===== src/rtl/regfile_pkg.sv =====
// Shared definitions for the register-file context engine.
// Holds the register-file geometry and the engine's FSM state encoding.
package regfile_pkg;
  localparam int DATA_W   = 32;
  localparam int ADDR_W   = 5;
  localparam int NUM_REGS = 32;

  typedef enum logic [1:0] {
    ST_IDLE    = 2'd0,
    ST_SAVE    = 2'd1,
    ST_RESTORE = 2'd2,
    ST_DONE    = 2'd3
  } state_e;
endpackage


===== src/rtl/regfile_context_engine.sv =====
// Register-file context engine.
// Save streams registers FIRST_REG..LAST_REG out of read port 1.
// Restore writes an incoming stream back into the same register range.
// Ports:
//   clk, rst        clock and asynchronous active-low reset
//   start_save/start_restore/abort  control; starts are sampled in IDLE only
//   busy, done      status; done is a one-cycle completion pulse
//   rf_read_reg/rf_read_data        register-file read port 1 (combinational read)
//   rf_reg_write/rf_write_reg/rf_write_data  register-file write port
//   out_valid/out_ready/out_data/out_idx     save stream
//   in_valid/in_ready/in_data                restore stream
// All outputs decode from the current state, so they fall to zero together
// with an asynchronous reset.
module regfile_context_engine #(
  parameter int DATA_W    = 32,
  parameter int ADDR_W    = 5,
  parameter int FIRST_REG = 1,
  parameter int LAST_REG  = 31
) (
  input  logic              clk,
  input  logic              rst,
  input  logic              start_save,
  input  logic              start_restore,
  input  logic              abort,
  output logic              busy,
  output logic              done,
  output logic [ADDR_W-1:0] rf_read_reg,
  input  logic [DATA_W-1:0] rf_read_data,
  output logic              rf_reg_write,
  output logic [ADDR_W-1:0] rf_write_reg,
  output logic [DATA_W-1:0] rf_write_data,
  output logic              out_valid,
  input  logic              out_ready,
  output logic [DATA_W-1:0] out_data,
  output logic [ADDR_W-1:0] out_idx,
  input  logic              in_valid,
  output logic              in_ready,
  input  logic [DATA_W-1:0] in_data
);
  import regfile_pkg::*;

  localparam logic [ADDR_W-1:0] FIRST_IDX = ADDR_W'(FIRST_REG);
  localparam logic [ADDR_W-1:0] LAST_IDX  = ADDR_W'(LAST_REG);

  state_e            state_q, state_d;
  logic [ADDR_W-1:0] idx_q, idx_d;

  always_comb begin
    state_d       = state_q;
    idx_d         = idx_q;
    busy          = 1'b0;
    done          = 1'b0;
    rf_read_reg   = '0;
    rf_reg_write  = 1'b0;
    rf_write_reg  = '0;
    rf_write_data = '0;
    out_valid     = 1'b0;
    out_data      = '0;
    out_idx       = '0;
    in_ready      = 1'b0;
    case (state_q)
      ST_IDLE: begin
        idx_d = FIRST_IDX;
        if (start_save)         state_d = ST_SAVE;
        else if (start_restore) state_d = ST_RESTORE;
      end
      ST_SAVE: begin
        busy        = 1'b1;
        rf_read_reg = idx_q;
        out_idx     = idx_q;
        out_data    = rf_read_data;
        out_valid   = 1'b1;
        if (abort)                 state_d = ST_IDLE;
        else if (out_ready) begin
          if (idx_q == LAST_IDX)   state_d = ST_DONE;
          else                     idx_d   = idx_q + 1'b1;
        end
      end
      ST_RESTORE: begin
        busy     = 1'b1;
        in_ready = 1'b1;
        // The write is combinational with the handshake, so a beat accepted
        // alongside abort still lands in the register file.
        if (in_valid) begin
          rf_reg_write  = 1'b1;
          rf_write_reg  = idx_q;
          rf_write_data = in_data;
        end
        if (abort)                 state_d = ST_IDLE;
        else if (in_valid) begin
          if (idx_q == LAST_IDX)   state_d = ST_DONE;
          else                     idx_d   = idx_q + 1'b1;
        end
      end
      ST_DONE: begin
        busy    = 1'b1;
        done    = 1'b1;
        state_d = ST_IDLE;
      end
      default: state_d = ST_IDLE;
    endcase
  end

  always_ff @(posedge clk or negedge rst) begin
    if (!rst) begin
      state_q <= ST_IDLE;
      idx_q   <= FIRST_IDX;
    end else begin
      state_q <= state_d;
      idx_q   <= idx_d;
    end
  end
endmodule

===== config.mk =====
export PLATFORM = sky130hd
export DESIGN_NAME = regfile_context_engine
export DESIGN_NICKNAME = d
export VERILOG_FILES = /design/src/rtl/regfile_pkg.sv /design/src/rtl/regfile_context_engine.sv
export SDC_FILE = /design/constraint.sdc
export NUM_CORES = 1
export LEC_CHECK = 0
export CAP_MARGIN = 0
export CORE_ASPECT_RATIO = 1.2
export CORE_UTILIZATION = 22
export CTS_CLUSTER_DIAMETER = 50
export DETAILED_ROUTE_END_ITERATION = 8
export PLACE_DENSITY_LB_ADDON = 0.08
export SLEW_MARGIN = 25
export SYNTH_ARGS = -nofsm -noshare
export SYNTH_HDL_FRONTEND = slang
export SYNTH_SLANG_ARGS = --single-unit

===== constraint.sdc =====
create_clock -name clk -period 1.6 [get_ports clk]
set_input_delay 0.4 -clock clk [delete_from_list [all_inputs] [get_ports clk]]
set_output_delay 0.4 -clock clk [all_outputs]
set_load 0.005 [all_outputs]

Word level (Yosys, flattened, before mapping):

Index checks and enable logic that the tools add are counted.

* register bits: 7
* input bits: 71
* output and inout bits: 84

* add/sub/neg operators: 1
* equal/unequal tests: 11
* multiplexer cells: 26
* reductions and logical operators: 5

Operators with widths (number)
* 2-to-1 mux 32 bit: 3
* 2-to-1 mux 5 bit: 8
* one-hot mux 5 bit (3 select lines): 1
* 2-to-1 mux 2 bit: 7
* != test 3 bit, second input constant: 3
* != test 2 bit, second input constant: 4
* one-hot mux 2 bit (4 select lines): 1
* 2-to-1 mux 1 bit: 6
* adder 5 x 1 -> 5 bit, second input constant: 1
* equality test 5 bit, second input constant: 1
* AND reduction 5 bit: 1
* equality test 2 bit, second input constant: 2
* AND reduction 3 bit: 1
* nonzero test 3 bit: 1
* OR reduction 3 bit: 1
* equality test 2 x 1 -> 1 bit, second input constant: 1
* zero test 2 bit: 1

Logic depth before layout (Yosys ltp):

Gate-level depths: netlist (run 1).

* depth in word-level cells: 5
* gate-level depth with buffers: 7
* depth with buffers taken out: 7

Worst setup path before layout (run 1):

No wires, ideal clock.

* path kind: reg-to-output
* start point: register state_q[1]
* end point: output rf_read_reg[4]
* data arrival time: 1.393 ns
* required time: 1.200 ns
* slack: -0.193 ns
* cell stages (with the launch flop): 7
* buffers on the path: 3
* cell sequence: dfrtp_1 -> inv_1 -> ha_1 -> clkbuf_1 -> clkbuf_1 -> and2_1 -> buf_4

* longest elaborated chain between the ends: 2

RTL lines
* start: declaration: line regfile_context_engine.sv:45 `state_e state_q, state_d;`
* start signal: assignment: line regfile_context_engine.sv:109 `state_q <= state_d;`
* equality test 2 x 1 -> 1 bit
* 2-to-1 mux 5 bit
* end: declaration: line regfile_context_engine.sv:27 `output logic [ADDR_W-1:0] rf_read_reg,`

No other way between the ends.

Worst setup path in the final report (run 1):

* start point: register state_q[1]
* end point: output rf_write_data[7]

* longest elaborated chain between the ends: 2

RTL lines
* equality test 2 bit: line regfile_context_engine.sv:61 `case (state_q)`
* 2-to-1 mux 32 bit: line regfile_context_engine.sv:61
* end: declaration: line regfile_context_engine.sv:31 `output logic [DATA_W-1:0] rf_write_data,`

No other way between the ends.

==> key figures, run 1 <==
Outcome
  – Status: finished, violations left
  – Failing checks: negative setup slack

Flow run
  – Max-cap violations: 0

Clock tree
  – Reg clk slew, reported paths: 40 ps
  – H-Tree Depth: 1
  – Sink Count: 7
  – Clk buf depth: 2
  – CTS tree: yes
  – CTS root buf: clkbuf_8
  – Hold buffers post-CTS: 0
  – Total CTS buffers: 3
  – Clock latency on the worst-skew pair: 230 ps

Logic synthesis
  – Gate Count Post-Synth: 152
  – Cell Area, Synth: 1122 µm²
  – Synth Area in XOR/XNOR: 0
  – Post-synth top flop: dfrtp_1
  – Top cell type's share of synthesized area: 0.2230
  – Simple-gate share of the synthesized area: 0.5452
  – Post-synth EDFFs: 0
  – #FFs+latches synth: 7
  – Synthesized net count: 231
  – Synth unique cells: 29
  – Synth top cells by count: and3_1, and2_1, clkbuf_1, ha_1
  – Area leader, netlist: and3_1
  – Largest family of logic cells by synthesized area: simple AND/OR/NAND/NOR gates
  – Asr flop ratio synth: 1.000
  – Sequential area share after synthesis: 0.1572
  – Mux share of post-synthesis cell area: 0
  – Synth top area cells: and3_1, and2_1, dfrtp_1, ha_1, buf_4
  – Most frequent cell after synthesis: and3_1
  – Syn Area/Cell: 7.384 µm²
  – Complex-gate fraction of the synthesized area: 0.1104
  – Yosys warns: 0
  – Synthesized-area fraction occupied by adder cells: 0.08919

Setup path
  – Startpoint types: flip-flop
  – Arr. time, crit path: 1500 ps
  – Worst Setup End Kind: primary output
  – Crit path launch: state_q[1]
  – WP data required: 1200 ps
  – Worst R2R Start: state_q[0]
  – CP Max Fanout: 10
  – Crit Path Class: reg -> out

Placement
  – Placed cell areas: 2895 µm²
  – Detailed Place HPWL: 4.577 mm
  – Port Buffers: 154
  – RePlAce Congestion: 0.8420

Die
  – Die Ht: 80.24 µm
  – Starting Density: 0.2288
  – Placeable Area: 4905 µm²
  – # rows: 28
  – Die ar.: 5392 µm²
  – I/O pin cnt: 155
  – Die width: 67.20 µm

Finish
  – Antenna diode count: 0
  – Post-route cell area: 3759 µm²
  – Layout area overhead: 234.9%
  – Nets: 419
  – Layout cells sized above 1: 0.6755

GRT
  – Initial antenna violation count: 0
  – First-pass GRT wire length: 9.411 mm
  – Largest net degree at the start of global routing: 21
  – Tot GR Track Use: 0.2347
  – Vias in the first global route: 1653
  – Grt total ovfl: 0

Routing
  – Routed WL: 6.983 mm
  – Avg WL per Cell: 17.50 µm
  – DRC violations left: 0
  – Via count: 1876
  – Final ANT Viol Nets: 0
  – DR vias/cell: 4.702
  – DRT Pass-1 Iters: 4
  – DRC violation total after the first TritonRoute iteration: 40

Timing
  – Pins Over Slew Limit: 0
  – Clock period minus worst slack: 1900 ps
  – Clock skew: 1.401 ps
  – Relative slew slack: 0.7736
  – Worst Tran Pin Value: 338.6 ps
  – Min setup slack post-route: -300.1 ps
  – Worst hold slack: 434.4 ps
  – # setup viols final: 85
  – Endpoints failing hold: 0
  – RSZ-0062 raised after global routing: true
  – FMAX: 526.3 MHz
  – Final period util: 1.188

Pwr
  – PwrDens: 1477 nW/µm²
  – Maximum vdd drop: 1.513 mV
  – Leakage: 1.718 nW

Hold path
  – Hold crit path type: in -> async
-- cells by family after synthesis --
family,Yosys count
buffers and inverters,23
adders and majority gates,8
AOI/OAI and AO/OA,16
and+or+nand+nor,98
DFF,7
-- cell usage in the layout (no fill, tap or decap), drive strengths merged, types with 4 or more instances in the layout --
cell type and instances:
nor2 4, buf 129, ha 8, clkdlybuf4s50 69, and2 38, clkbuf 5
nand2 4, dfrtp 6, nand2b 6, inv 5, and3 40
-- power by group --
group	internal (mW)	switching, mW	total [mW]
clock	0.173	0.0891	0.263
sequential	0.279	0.0862	0.366
combinational	3.17	1.75	4.92
total	3.63	1.92	5.55
-- worst max-delay path, stage by stage (launching register included) --
cell,delay (ps)
dfrtp_1,400
buf_6,130
ha_4,190
buf_6,140
buf_12,130
and3_1,150
buf_2,130
-- per-stage QoR --
step / TNS, ps / utilization / setup WS, ps / power [mW] / cells
after floorplan: -296.2 / - / -20.70 / 1.714 / 152
after global placement: -36600 / 0.5903 / -583.0 / 3.428 / 371
after detailed placement: -36840 / 0.5903 / -586.6 / 3.443 / 371
after CTS: -21250 / 0.7084 / -394.2 / 5.124 / 399
after global routing: -23520 / 0.7663 / -324.8 / 5.891 / 399
final: -20360 / 0.7663 / -300.1 / 5.551 / 399
-- layer usage --
metal  GRT usage  vias to the layer above  share of wire
met5           0                        -              0
met2      0.4500                       84           0.55
met1      0.2388                      884           0.35
met3     0.04972                       19          0.069
met4     0.08723                        0          0.032
li1            -                      889              -
-- final timing paths --
path / end / slack [ps] / cells after the start
max: rf_write_data[7] / -300 / 6
min: idx_q[2] / 430 / 1
max reg2reg: idx_q[2] / -90 / 7
min reg2reg: idx_q[3] / 640 / 1
max in group asynchronous: idx_q[0] / 870 / 1
min in group clk: idx_q[3] / 640 / 1
-- state kept, by name, summed over array words and instances (netlist names) --
register	flops
idx_q	5
state_q	2
-- cell type report --
cell class | instances | area [µm²]
fill | 330 | 1146
clock buffer | 4 | 45.04
tap | 60 | 75.07
inverter | 5 | 21.27
multi-input combinational | 122 | 1231
timing repair buffer | 201 | 2208
sequential | 7 | 177.7
-- timing repair --
item,4_1_cts,5_1_grt
resized for setup,437,84
endpoints found under the setup margin,90,91
pin swaps,34,18
buffers inserted,20,5
gates cloned,7,0
(Power assumes the default switching activity.)
==> run 2, diff against run 1 <==
--- a/config.mk
+++ b/config.mk
@@ -5,7 +5,6 @@
 export SDC_FILE = /design/constraint.sdc
 export NUM_CORES = 1
 export LEC_CHECK = 0
-export CAP_MARGIN = 0
 export CORE_ASPECT_RATIO = 1.2
 export CORE_UTILIZATION = 22
 export CTS_CLUSTER_DIAMETER = 50
==> results of run 2 <==
The final DEF is identical to that of run 1; final timing and power are the same.
